<file path="config.mk">
export PLATFORM = sky130hd
export DESIGN_NAME = score_bcd_converter
export DESIGN_NICKNAME = d
export VERILOG_FILES = /design/src/rtl/score_bcd_converter.sv
export SDC_FILE = /design/constraint.sdc
export NUM_CORES = 1
export LEC_CHECK = 0
export BUFFER_PORTS_ARGS = -buffer_cell sky130_fd_sc_hd__buf_2
export CAP_MARGIN = 30
export CORE_MARGIN = 1
export CORE_UTILIZATION = 38
export CTS_BUF_LIST = sky130_fd_sc_hd__clkbuf_2
export DETAILED_ROUTE_END_ITERATION = 6
export GPL_ROUTABILITY_DRIVEN = 0
export PLACE_DENSITY = 0.65
export SLEW_MARGIN = 20
export SYNTH_ARGS = -nofsm -noshare
export SYNTH_HDL_FRONTEND = slang
export SYNTH_SLANG_ARGS = --single-unit
export TNS_END_PERCENT = 100
</file>
<file path="constraint.sdc">
create_clock -name clk -period 3.2 [get_ports clk]
set_input_delay 0.64 -clock clk [delete_from_list [all_inputs] [get_ports clk]]
set_output_delay 0.64 -clock clk [all_outputs]
set_load 0.05 [all_outputs]
</file>
<file path="src/rtl/score_bcd_converter.sv">
// Sequential binary-to-BCD (double-dabble) converter, one bit per clock, with a held result register.
// Optional leading-zero blanking is enabled with `define SCORE_BCD_BLANK_EN. DIGITS must satisfy 10^DIGITS > 2^WIDTH-1.
module score_bcd_converter #(
    parameter int WIDTH  = 16,
    parameter int DIGITS = 5
) (
    input  logic                  clk,
    input  logic                  rst,
    input  logic [WIDTH-1:0]      i_score,
    input  logic                  i_start,
    output logic [4*DIGITS-1:0]   o_digits,
    output logic                  o_valid,
    output logic                  o_busy
);

    localparam int BCD_W = 4 * DIGITS;
    localparam int CNT_W = (WIDTH > 1) ? $clog2(WIDTH) : 1;
    localparam logic [CNT_W-1:0] CNT_LAST = CNT_W'(WIDTH - 1);

    typedef enum logic [1:0] {
        IDLE  = 2'd0,
        SHIFT = 2'd1,
        DONE  = 2'd2
    } state_t;

    // Handshake: i_start is honoured only when the state register is IDLE; o_valid is a
    // one-cycle pulse marking the first cycle o_digits holds a new result; o_busy = state != IDLE.

    // Replaces leading-zero digits above the most significant nonzero digit with 4'hF.
    // Digit 0 is always shown so a zero score still renders as "0".
    function automatic logic [BCD_W-1:0] format_digits(input logic [BCD_W-1:0] bcd);
        logic [BCD_W-1:0] r;
`ifdef SCORE_BCD_BLANK_EN
        logic lead;
        lead = 1'b1;
`endif
        r = bcd;
`ifdef SCORE_BCD_BLANK_EN
        for (int d = DIGITS - 1; d >= 1; d--) begin
            if (lead && (bcd[4*d +: 4] == 4'd0)) begin
                r[4*d +: 4] = 4'hF;
            end else begin
                lead = 1'b0;
            end
        end
`endif
        return r;
    endfunction

    localparam logic [BCD_W-1:0] DIGITS_RST = format_digits({BCD_W{1'b0}});

    state_t             state_q;
    state_t             state_d;
    logic [CNT_W-1:0]   cnt_q;
    logic [WIDTH-1:0]   bin_sr;
    logic [BCD_W-1:0]   bcd_sr;
    logic [BCD_W-1:0]   bcd_adj;
    logic [BCD_W-1:0]   bcd_next;
    logic [WIDTH-1:0]   bin_next;
    logic [BCD_W-1:0]   digits_fmt;

    // State register
    always_ff @(posedge clk or posedge rst) begin
        if (rst) begin
            state_q <= IDLE;
        end else begin
            state_q <= state_d;
        end
    end

    // Next-state logic; starts outside IDLE are dropped, never queued
    always_comb begin
        state_d = state_q;
        case (state_q)
            IDLE: begin
                if (i_start) begin
                    state_d = SHIFT;
                end
            end
            SHIFT: begin
                if (cnt_q == CNT_LAST) begin
                    state_d = DONE;
                end
            end
            DONE: begin
                state_d = IDLE;
            end
            default: begin
                state_d = IDLE;
            end
        endcase
    end

    assign o_busy = (state_q != IDLE);

    // Per-nibble add-3 correction; each nibble is independent, no carry between them
    always_comb begin
        bcd_adj = bcd_sr;
        for (int d = 0; d < DIGITS; d++) begin
            if (bcd_sr[4*d +: 4] >= 4'd5) begin
                bcd_adj[4*d +: 4] = bcd_sr[4*d +: 4] + 4'd3;
            end
        end
    end

    assign {bcd_next, bin_next} = {bcd_adj, bin_sr} << 1;
    assign digits_fmt           = format_digits(bcd_sr);

    // Datapath and registered outputs
    always_ff @(posedge clk or posedge rst) begin
        if (rst) begin
            cnt_q    <= '0;
            bin_sr   <= '0;
            bcd_sr   <= '0;
            o_digits <= DIGITS_RST;
            o_valid  <= 1'b0;
        end else begin
            o_valid <= 1'b0;
            case (state_q)
                IDLE: begin
                    if (i_start) begin
                        bin_sr <= i_score;
                        bcd_sr <= '0;
                        cnt_q  <= '0;
                    end
                end
                SHIFT: begin
                    bin_sr <= bin_next;
                    bcd_sr <= bcd_next;
                    cnt_q  <= cnt_q + CNT_W'(1);
                end
                DONE: begin
                    o_digits <= digits_fmt;
                    o_valid  <= 1'b1;
                end
                default: begin
                    cnt_q <= '0;
                end
            endcase
        end
    end

endmodule

</file>
==> out/summary.log, run 1 <==
[outcome] outcome completed
[sta] maximum clock rate 470 MHz
[clocking] Inserted Clock Buffers 9
[die] Die Wd 89.9 um
[placement] input/output buffers 40
[flow_run] # Max-Cap Violations 0
[sta] fin. max-slew vios 0
[placement] cell area after placement 3240 um2
[power] P_int 1.92 mW
[cells_and_area] final layout net count 371
[sta] fraction of the cycle the final worst path needs 66.5%
[setup_path] logic depth of the worst setup path including buffers 2
[detailed_routing] number of DRC markers in iteration 0 118
[power] share of total power in the clock network 12.5%
[sta] Final Critical Period 2.13 ns
[detailed_routing] post-DR wirelength/cell 13.0 um
[logic_synthesis] async set-reset flop share out of synthesis 100%
[detailed_routing] DRC viols 0
[setup_path] critical path launch point type flip-flop
[grt] aggregate global-route resource usage 15.8%
[sta] number of failing hold endpoints at the final stage 0
[grt] via count of the first global-routing pass 2229
[logic_synthesis] main flop type after synthesis dfrtp_1
[detailed_routing] via total after detailed routing 2310
[logic_synthesis] largest cells by area after synthesis dfrtp_1 54%, nand2_1 8.2%, ha_1 4.7%
[detailed_routing] vias per cell 5.19
[grt] Congestion Overflow GR 0
[sta] Final setup violation count 0
[clocking] H-tree levels 3
[sta] worst-margin pin slew 0.795 ns
[logic_synthesis] number of register bits inferred by synthesis 63
[cells_and_area] most common cell after layout, fill and taps aside nand2_1
[grt] pin count of the biggest net entering global routing 47
[logic_synthesis] Synth top area share 53.7%
[setup_path] endpoint class of the critical path output pin
[placement] detailed placer's ending HPWL 3950 um
[logic_synthesis] gate count after technology mapping 299
[detailed_routing] final WL 5770 um
[setup_path] Crit Path Max Fanout 8
[logic_synthesis] mean instance size in the synthesized netlist 9.82 um2
[setup_path] number of cells on the worst reg-to-reg path 4
[setup_path] crit-path leading delay family flip-flops
[clocking] clock tree buffer depth 2
[setup_path] largest stage delay on the critical path 0.48 ns
[setup_path] Slowest-stage cell, CP dfrtp_1
[power] combinational share of power 49.8%
[sta] Relative slew margins 47.0%
[setup_path] critical path data required time 2.56 ns
[power] net switching component of the power 1.64 mW
[cells_and_area] Filler cells 736
[cells_and_area] summed area of non-filler cells in the final layout 3340 um2
[die] die area 8080 um2
[clocking] post-CTS repair timing setup buffer count 0
[sta] Final Hold Slack 0.146 ns
[cells_and_area] post-route insts no fill 445
[clocking] Clk Tree Root Cell clkbuf_2
[cells_and_area] commonest cells after routing, fill and taps aside 64 x nand2_1, 63 x dfrtp_1, 40 x buf_2
[logic_synthesis] synth warn 0
[grt] initial antenna violation count 0
[power] sequential cell fraction of total power 37.7%
[detailed_routing] ANT nets after route 0
[die] Core Region 7370 um2
[die] std cell rows 31
[clocking] CTS tree built
[power] switching fraction of total power 46.1%
[power] post-layout power 3.57 mW
[setup_path] sequence of cells on the critical path or2_2, buf_2
[power] Max IR drop VDD 0.415 mV
[detailed_routing] TritonRoute pass-1 iters 4
[logic_synthesis] number of different library cells in the post-synthesis netlist 27
[sta] worst clock skew 0.0185 ns
[cells_and_area] sequential standard cell area 1580 um2
[clocking] worst-skew pair later-pin latency 0.48 ns
[power] leakage 1.61 nW
[power] Power Dens Cells 1070 nW/um2
[grt] wire length of the first global-routing pass 10200 um
[clocking] hold buffers post-CTS 0
[setup_path] data arrival time of the critical path 1.49 ns
[setup_path] start-to-end type of the worst setup path flip-flop to output pin
[die] io pins 41
[clocking] clock-pin slew reported for the worst setup and hold paths after clock tree synthesis 0.17 ns
[logic_synthesis] post-synthesis net count 329
[logic_synthesis] library cell occupying the most area in the post-synthesis netlist dfrtp_1
[setup_path] WP buf/inv 1
[clocking] count of clock tree sinks 63
[cells_and_area] area occupied by multi-input gates 1180 um2
[cells_and_area] fraction of layout cells with a size suffix above 1 17.3%
[sta] setup TNS after final layout 0 ns
[cells_and_area] antenna diode count 0
[clocking] post-cts gate resize count 0
[logic_synthesis] Post-Syn Area 2940 um2
[hold_path] HP Class input port to asynchronous set/reset pin
[sta] RSZ-0062 raised after global routing false
[logic_synthesis] EDFF count, synth 0
[logic_synthesis] part of the Yosys area used for sequential elements 53.7%
[die] die height 89.9 um
[cells_and_area] layout overhead on the synthesized area 13.6%
[placement] total placed cells including tap cells 429
[die] Starting Density 39.8%
[cell families after synthesis]
group	Yosys count	share of synthesized area, %
XOR/XNOR	6	1.79
AO/OA/AOI/OAI	87	21.0
AND/OR/NAND/NOR	93	12.9
adder cells (fa/ha/maj)	11	4.69
flip-flops	63	53.7
buffers and inverters	39	5.97
[Yosys cell counts, types with 4 or more instances]
cell type	number
nand2_1	64
dfrtp_1	63
o21ai_0	27
inv_1	23
nor2_1	16
a31oi_1	15
ha_1	11
o2111ai_1	10
buf_2	8
a32o_1	7
o21a_1	6
buf_4	5
nor2b_1	5
o221ai_1	5
o311ai_1	5
o31ai_1	5
o32ai_1	4
xnor2_1	4
[layout make-up]
| class | count | area share (%) |
|---|---|---|
| Tap cell | 99 | 3.71 |
| Inverter | 23 | 2.59 |
| Clock inverter | 7 | 1.61 |
| Multi-Input combinational cell | 197 | 35.5 |
| Sequential cell | 63 | 47.3 |
| Timing Repair Buffer | 47 | 7.95 |
| Clock buffer | 9 | 1.35 |
[per-layer routing]
layer / global-route usage (%) / share of wire [%]
met5: 0 / 0
met4: 8.60 / 2.3
met3: 3.05 / 3.9
met2: 25.1 / 47
met1: 20.3 / 46
[flip-flops by register name (all words and copies together) (netlist names)]
| signal | count |
|---|---|
| state_q | 2 |
| o_digits | 20 |
| o_valid | 1 |
| cnt_q | 4 |
| bcd_sr | 20 |
| bin_sr | 16 |
[power groups by stage]
stage | clock (mW) | sequential, mW | combinational [mW]
final | 0.447 | 1.34 | 1.78
after global routing | 0.494 | 1.40 | 1.98
after CTS | 0.462 | 1.35 | 1.80
after detailed placement | 0 | 1.36 | 1.80
after global placement | 0 | 1.35 | 1.74
after floorplan | 0 | 1.63 | 1.16
[path summary, 6_finish.rpt]
path / from / slack, ns / end
worst max-delay path: state_q[0]$_DFFE_PP0P_ / 1.07 / o_busy
worst min-delay path: rst / 0.15 / o_digits[14]$_DFFE_PP0N_
worst max register to register: state_q[1]$_DFFE_PP0P_ / 1.35 / bin_sr[12]$_DFFE_PP0P_
worst min register to register: o_digits[18]$_DFFE_PP0N_ / 0.49 / o_digits[18]$_DFFE_PP0N_
max in group asynchronous: rst / 2.33 / bcd_sr[9]$_DFFE_PP0P_
min in group clk: i_score[11] / 0.39 / bin_sr[11]$_DFFE_PP0P_
[stage by stage]
step	setup WS (ns)	util, %
6_report	1.07	45.3
2_1_floorplan	0.990	-
3_5_place_dp	1.36	43.9
3_3_place_gp	1.44	43.7
5_1_grt	0.990	45.3
4_1_cts	1.03	45.3
(Power assumes the default switching activity.)
==> run 2: changes to the inputs <==
PLACE_DENSITY = 0.67   (was 0.65)
clock period = 1.9 ns   (was 3.2 ns; I/O delays follow)
==> run 2 against run 1 <==
Effect of this change:
- clock skew is 0.0065 ns higher
- design area is 2.0% higher
- die area stayed put
- routed wire length is 1.4% higher
- sequential share of layout area is 0.88 points lower
- register-to-register slack worse by 0.99 ns
- utilization is 0.90 points higher
- combinational power is 74% higher
- setup slack worse by 0.97 ns
- critical path depth stayed put
- clock-buffer cell count is 2 higher
- flip-flop and latch count stayed put
==> out/summary.log, run 2 (same netlist as run 1, synthesis figures left out) <==
[outcome] outcome completed [unchanged]
[sta] fraction of the cycle the final worst path needs 94.6%
[sta] fin. max-slew vios 0 [unchanged]
[setup_path] critical path launch point type flip-flop [unchanged]
[placement] input/output buffers 40 [unchanged]
[setup_path] largest stage delay on the critical path 0.46 ns [was 0.48 ns]
[detailed_routing] final WL 5860 um [was 5770 um]
[clocking] Clk Tree Root Cell clkbuf_2 [unchanged]
[clocking] Inserted Clock Buffers 9 [unchanged]
[die] Starting Density 39.8% [unchanged]
[clocking] count of clock tree sinks 63 [unchanged]
[setup_path] CP endpoint o_busy [unchanged]
[sta] worst-margin pin slew 0.522 ns [was 0.795 ns]
[die] Die Wd 89.9 um [unchanged]
[cells_and_area] fraction of layout cells with a size suffix above 1 19.1% [was 17.3%]
[hold_path] HP Class input port to flip-flop [was input port to asynchronous set/reset pin]
[sta] worst clock skew 0.0249 ns [was 0.0185 ns]
[sta] number of failing hold endpoints at the final stage 0 [unchanged]
[clocking] CTS tree built [unchanged]
[sta] maximum clock rate 556 MHz
[clocking] H-tree levels 3 [unchanged]
[setup_path] data arrival time of the critical path 1.42 ns [was 1.49 ns]
[detailed_routing] DRC viols 0 [unchanged]
[grt] aggregate global-route resource usage 15.6% [was 15.8%]
[cells_and_area] commonest cells after routing, fill and taps aside 64 x nand2_1, 62 x dfrtp_1, 40 x buf_2 [was 64 x nand2_1, 63 x dfrtp_1, 40 x buf_2]
[detailed_routing] post-DR wirelength/cell 13.0 um [about the same]
[sta] RSZ-0062 raised after global routing false [unchanged]
[setup_path] endpoint class of the critical path output pin [unchanged]
[cells_and_area] post-route insts no fill 449 [was 445]
[die] Core Region 7370 um2 [unchanged]
[grt] pin count of the biggest net entering global routing 42 [was 47]
[die] die area 8080 um2 [unchanged]
[setup_path] terminus of the critical flop-to-flop path bcd_sr[12]$_DFFE_PP0P_ [was bin_sr[12]$_DFFE_PP0P_]
[setup_path] Slowest-stage cell, CP dfrtp_2 [was dfrtp_1]
[sta] Relative slew margins 65.2% [was 47.0%]
[die] std cell rows 31 [unchanged]
[setup_path] critical path data required time 1.52 ns [was 2.56 ns]
[setup_path] startpoint of the worst setup timing path state_q[0]$_DFFE_PP0P_ [unchanged]
[die] die height 89.9 um [unchanged]
[cells_and_area] Filler cells 735 [was 736]
[sta] Final setup violation count 0 [unchanged]
[power] Power Dens Cells 1840 nW/um2 [was 1070 nW/um2]
[cells_and_area] most common cell after layout, fill and taps aside nand2_1 [unchanged]
[setup_path] start-to-end type of the worst setup path flip-flop to output pin [unchanged]
[placement] detailed placer's ending HPWL 4030 um [was 3950 um]
[cells_and_area] layout overhead on the synthesized area 15.8% [was 13.6%]
[setup_path] Crit Path Max Fanout 5 [was 8]
[cells_and_area] antenna diode count 0 [unchanged]
[clocking] clock-pin slew reported for the worst setup and hold paths after clock tree synthesis 0.16 ns [was 0.17 ns]
[setup_path] startpoint of the worst-slack reg-to-reg timing path bcd_sr[8]$_DFFE_PP0P_ [was state_q[1]$_DFFE_PP0P_]
[clocking] clock tree buffer depth 2 [unchanged]
[die] io pins 41 [unchanged]
[cells_and_area] largest registers bcd_sr: 20 flops, o_digits: 20 flops, bin_sr: 16 flops [unchanged]
[power] leakage 1.64 nW [was 1.61 nW]
[placement] total placed cells including tap cells 431 [was 429]
[clocking] worst-skew pair later-pin latency 0.47 ns [was 0.48 ns]
[grt] via count of the first global-routing pass 2265 [was 2229]
[power] Max IR drop VDD 0.790 mV [was 0.415 mV]
[sta] Final Critical Period 1.80 ns
[detailed_routing] via total after detailed routing 2318 [was 2310]
[grt] wire length of the first global-routing pass 10200 um [about the same]
[setup_path] number of cells on the worst reg-to-reg path 5 [was 4]
[flow_run] # Max-Cap Violations 0 [unchanged]
[grt] Congestion Overflow GR 0 [unchanged]
[cells_and_area] final layout net count 375 [was 371]
[sta] setup TNS after final layout 0 ns [unchanged]
[setup_path] sequence of cells on the critical path or2_2, buf_2 [unchanged]
[setup_path] register-to-register setup slack 0.36 ns [was 1.35 ns]
[detailed_routing] vias per cell 5.16 [was 5.19]
[detailed_routing] number of DRC markers in iteration 0 171 [was 118]
[grt] initial antenna violation count 0 [unchanged]
[detailed_routing] ANT nets after route 0 [unchanged]
[detailed_routing] TritonRoute pass-1 iters 4 [unchanged]
run 2: cell count changes in the layout (fill, tap and decap cells not counted), sizes merged:
cell,delta
bufinv,+1
clkbuf,+2
clkinvlp,+1
clkinv,-3
inv,-1
dlygate4sd3,+1
buf,+3
run 2: metal layers:
metal / part of all wire, % / global-route usage (%) / vias to the layer above / wire [um]
met4: 2.1 / 8.47 / 0 / 125
met5: 0 / 0 / - / 0
met2: 46 / 24.9 / 64 / 2720
met3: 4.8 / 2.62 / 12 / 279
met1: 47 / 20.4 / 1097 / 2730
li1: - / - / 1145 / -
run 2: worst min-delay path by stage:
stage,from,end,slack (ns),depth (start not counted)
global route,i_score[10],bin_sr[10]$_DFFE_PP0P_,0.1,3
finish,i_score[0],bin_sr[0]$_DFFE_PP0P_,0.14,3
detailed placement,rst,state_q[1]$_DFFE_PP0P_,0.46,2
CTS,i_score[9],bin_sr[9]$_DFFE_PP0P_,0.11,3
floorplan,bin_sr[0]$_DFFE_PP0P_,bin_sr[0]$_DFFE_PP0P_,0.45,2
global placement,rst,state_q[1]$_DFFE_PP0P_,0.45,2
run 2: metrics by stage:
step / area, um2 / util (%) / worst slack, ns / hold slack (ns) / total power, mW
global placement: 3260 / 44.2 / 0.491 / 0.448 / 5.28
finish: 3400 / 46.2 / 0.103 / 0.140 / 6.25
floorplan: 2940 / - / 0.596 / 0.450 / 4.68
CTS: 3390 / 46.0 / 0.0107 / 0.106 / 6.29
detailed placement: 3260 / 44.2 / 0.428 / 0.461 / 5.39
global route: 3400 / 46.2 / 0.0157 / 0.0997 / 6.76
run 2: final cells by class:
| type | count | area (um2) | area share [%] |
|---|---|---|---|
| Sequential cell | 63 | 1580 | 46.4 |
| Inverter | 23 | 90.1 | 2.65 |
| Timing Repair Buffer | 51 | 298 | 8.75 |
| Tap cell | 99 | 124 | 3.64 |
| Multi-Input combinational cell | 197 | 1180 | 34.8 |
| Clock inverter | 5 | 72.6 | 2.13 |
| Clock buffer | 11 | 55.1 | 1.62 |
run 2: timing repair:
item                                    in CTS  in global routing
gates resized for setup                      0                  1
buffers inserted                             0                  1
endpoints found under the setup margin       0                  1
endpoints found under the hold margin       22                  0
hold buffers                                 1                  0
run 2: where the power goes:
part	switching, mW	internal, mW	total (mW)
Combinational	1.97	1.12	3.09
Sequential	0.348	1.91	2.26
Clock	0.463	0.438	0.901
Total	2.79	3.46	6.25
run 2: worst max-delay path, delay by kind of cell (launching register included):
family        cells  cell delay [ns]
buf+inv           1             0.21
simple gates      1             0.29
flops             1             0.46
==> run 3: changes to the inputs <==
CAP_MARGIN = default   (was 30)
GPL_TIMING_DRIVEN = 0   (was default)
PLACE_DENSITY = 0.71   (was 0.67)
==> run 3 against run 2 <==
Effect of this change:
- fmax is 0.85% higher
- sequential power about the same
- via count is 1.6% higher
- setup slack gained 0.015 ns
- non-clock buffer count is 9 higher
- first-iteration DRC count is 22% lower
- critical path type unchanged
- largest cell class unchanged
- largest power group unchanged
- highest routed layer unchanged
==> out/summary.log, run 3 (same netlist as run 1, synthesis figures left out) <==
[setup_path] startpoint of the worst-slack reg-to-reg timing path state_q[0]$_DFFE_PP0P_ [was bcd_sr[8]$_DFFE_PP0P_]
[cells_and_area] antenna diode count 0 [unchanged]
[cells_and_area] most common cell after layout, fill and taps aside nand2_1 [unchanged]
[grt] initial antenna violation count 0 [unchanged]
[die] Starting Density 39.8% [unchanged]
[cells_and_area] fraction of layout cells with a size suffix above 1 21.2% [was 19.1%]
[placement] total placed cells including tap cells 440 [was 431]
[setup_path] Crit Path Max Fanout 7 [was 5]
[cells_and_area] Filler cells 738 [was 735]
[setup_path] critical path data required time 1.52 ns [about the same]
[grt] global routing met2 resource utilization 26.4% [was 24.9%]
[grt] gr busiest metal met2 [unchanged]
[cells_and_area] post-route insts no fill 458 [was 449]
[die] io pins 41 [unchanged]
[grt] pin count of the biggest net entering global routing 27 [was 42]
[clocking] CTS tree built [unchanged]
[sta] worst-margin pin slew 0.569 ns [was 0.522 ns]
[detailed_routing] via total after detailed routing 2355 [was 2318]
[cells_and_area] layout overhead on the synthesized area 16.4% [was 15.8%]
[setup_path] data arrival time of the critical path 1.40 ns [was 1.42 ns]
[grt] grt met3 use 6.35% [was 2.62%]
[detailed_routing] TritonRoute pass-1 iters 4 [unchanged]
[clocking] Inserted Clock Buffers 9 [unchanged]
[setup_path] number of cells on the worst reg-to-reg path 5 [unchanged]
[clocking] H-tree levels 3 [unchanged]
[hold_path] HP Class input port to flip-flop [unchanged]
[grt] via count of the first global-routing pass 2267 [was 2265]
[sta] fin. max-slew vios 0 [unchanged]
[sta] fraction of the cycle the final worst path needs 93.8% [was 94.6%]
[cells_and_area] largest registers bcd_sr: 20 flops, o_digits: 20 flops, bin_sr: 16 flops [unchanged]
[flow_run] # Max-Cap Violations 0 [unchanged]
[setup_path] critical path launch point type flip-flop [unchanged]
[die] Die Wd 89.9 um [unchanged]
[grt] GRT met1 Usage 21.9% [was 20.4%]
[detailed_routing] final WL 6350 um [was 5860 um]
[cells_and_area] final layout net count 384 [was 375]
[clocking] clock-pin slew reported for the worst setup and hold paths after clock tree synthesis 0.16 ns [about the same]
[placement] worst setup slack before clock tree synthesis 0.435 ns [was 0.428 ns]
[cells_and_area] commonest cells after routing, fill and taps aside 64 x nand2_1, 61 x dfrtp_1, 47 x buf_2 [was 64 x nand2_1, 62 x dfrtp_1, 40 x buf_2]
[clocking] count of clock tree sinks 63 [unchanged]
[sta] Final setup violation count 0 [unchanged]
[detailed_routing] DRC viols 0 [unchanged]
[clocking] Clk Tree Root Cell clkbuf_2 [unchanged]
[die] die area 8080 um2 [unchanged]
[power] leakage 1.66 nW [was 1.64 nW]
[cells_and_area] utilization after layout 46.4% [was 46.2%]
[power] Max IR drop VDD 0.581 mV [was 0.790 mV]
[hold_path] number of cells on the worst hold path 3 [unchanged]
[sta] Final Critical Period 1.78 ns [was 1.80 ns]
[sta] Relative slew margins 62.0% [was 65.2%]
[die] std cell rows 31 [unchanged]
[setup_path] endpoint class of the critical path output pin [unchanged]
[outcome] outcome completed [unchanged]
[clocking] worst-skew pair later-pin latency 0.49 ns [was 0.47 ns]
[die] die height 89.9 um [unchanged]
[detailed_routing] ANT nets after route 0 [unchanged]
[setup_path] register-to-register setup slack 0.33 ns [was 0.36 ns]
[clocking] clock tree buffer depth 2 [unchanged]
[sta] RSZ-0062 raised after global routing false [unchanged]
[setup_path] startpoint of the worst setup timing path state_q[1]$_DFFE_PP0P_ [was state_q[0]$_DFFE_PP0P_]
[die] Core Region 7370 um2 [unchanged]
[detailed_routing] number of DRC markers in iteration 0 133 [was 171]
[grt] wire length of the first global-routing pass 10700 um [was 10200 um]
[sta] setup TNS after final layout 0 ns [unchanged]
[placement] detailed placer's ending HPWL 4570 um [was 4030 um]
[sta] number of failing hold endpoints at the final stage 0 [unchanged]
[sta] maximum clock rate 561 MHz [was 556 MHz]
[grt] aggregate global-route resource usage 16.8% [was 15.6%]
[grt] Congestion Overflow GR 0 [unchanged]
[power] Power Dens Cells 1790 nW/um2 [was 1840 nW/um2]
[sta] Final Hold Slack 0.124 ns [was 0.140 ns]
[sta] setup slack after layout 0.118 ns [was 0.103 ns]
[detailed_routing] vias per cell 5.14 [was 5.16]
[sta] worst clock skew 0.0121 ns [was 0.0249 ns]
[hold_path] min-delay src i_score[12] [was i_score[0]]
[setup_path] start-to-end type of the worst setup path flip-flop to output pin [unchanged]
[detailed_routing] post-DR wirelength/cell 13.9 um [was 13.0 um]
[placement] input/output buffers 40 [unchanged]
[run 3: cell types whose count changed in the layout (fill, tap and decap cells not counted), sizes merged]
cell    delta
clkbuf     +7
buf        +6
bufinv     -2
clkinv     -2
[run 3: what timing repair did]
item,4_1_cts,5_1_grt
gates resized for setup,1,4
setup endpoints to repair,1,1
gates cloned,0,0
setup buffers,1,0
endpoints found under the hold margin,14,0
hold buffers,1,0
[run 3: power breakdown]
| part | internal [mW] | total [mW] | switching [mW] |
|---|---|---|---|
| clock | 0.205 | 0.651 | 0.446 |
| combinational | 1.15 | 3.21 | 2.05 |
| sequential | 1.91 | 2.26 | 0.347 |
| total | 3.27 | 6.12 | 2.85 |
[run 3: worst paths after layout]
check / to
max reg2reg: bin_sr[2]$_DFFE_PP0P_
max: o_busy
min reg2reg: o_digits[5]$_DFFE_PP0N_
max in group asynchronous: state_q[1]$_DFFE_PP0P_
min: bin_sr[12]$_DFFE_PP0P_
min in group asynchronous: cnt_q[2]$_DFFE_PP0P_
[run 3: metrics by stage]
| step | power (mW) | instance area (um2) |
|---|---|---|
| after detailed placement | 5.47 | 3310 |
| final | 6.12 | 3420 |
| after global placement | 5.34 | 3260 |
| after CTS | 6.15 | 3410 |
| after floorplan | 4.68 | 2940 |
| after global routing | 6.62 | 3420 |
[run 3: routing by layer]
layer / wire, um / vias to the layer above
li1: - / 1167
met1: 2990 / 1121
met2: 2940 / 60
met3: 343 / 7
met4: 76 / 0
met5: 0 / -
[run 3: worst max-delay path, stage by stage, from the launching register on]
cell	delay (ns)
dfrtp_2	0.46
or2_2	0.30
buf_6	0.16
[run 3: layout make-up]
cell class / instances / area, um2 / share of cell area, %
multi-input combinational: 197 / 1180 / 34.7
inverter: 23 / 90.1 / 2.64
tap: 99 / 124 / 3.62
sequential: 63 / 1580 / 46.2
timing repair buffer: 44 / 272 / 7.94
clock inverter: 1 / 5.00 / 0.146
buffer: 16 / 88.8 / 2.60
clock buffer: 15 / 75.1 / 2.20
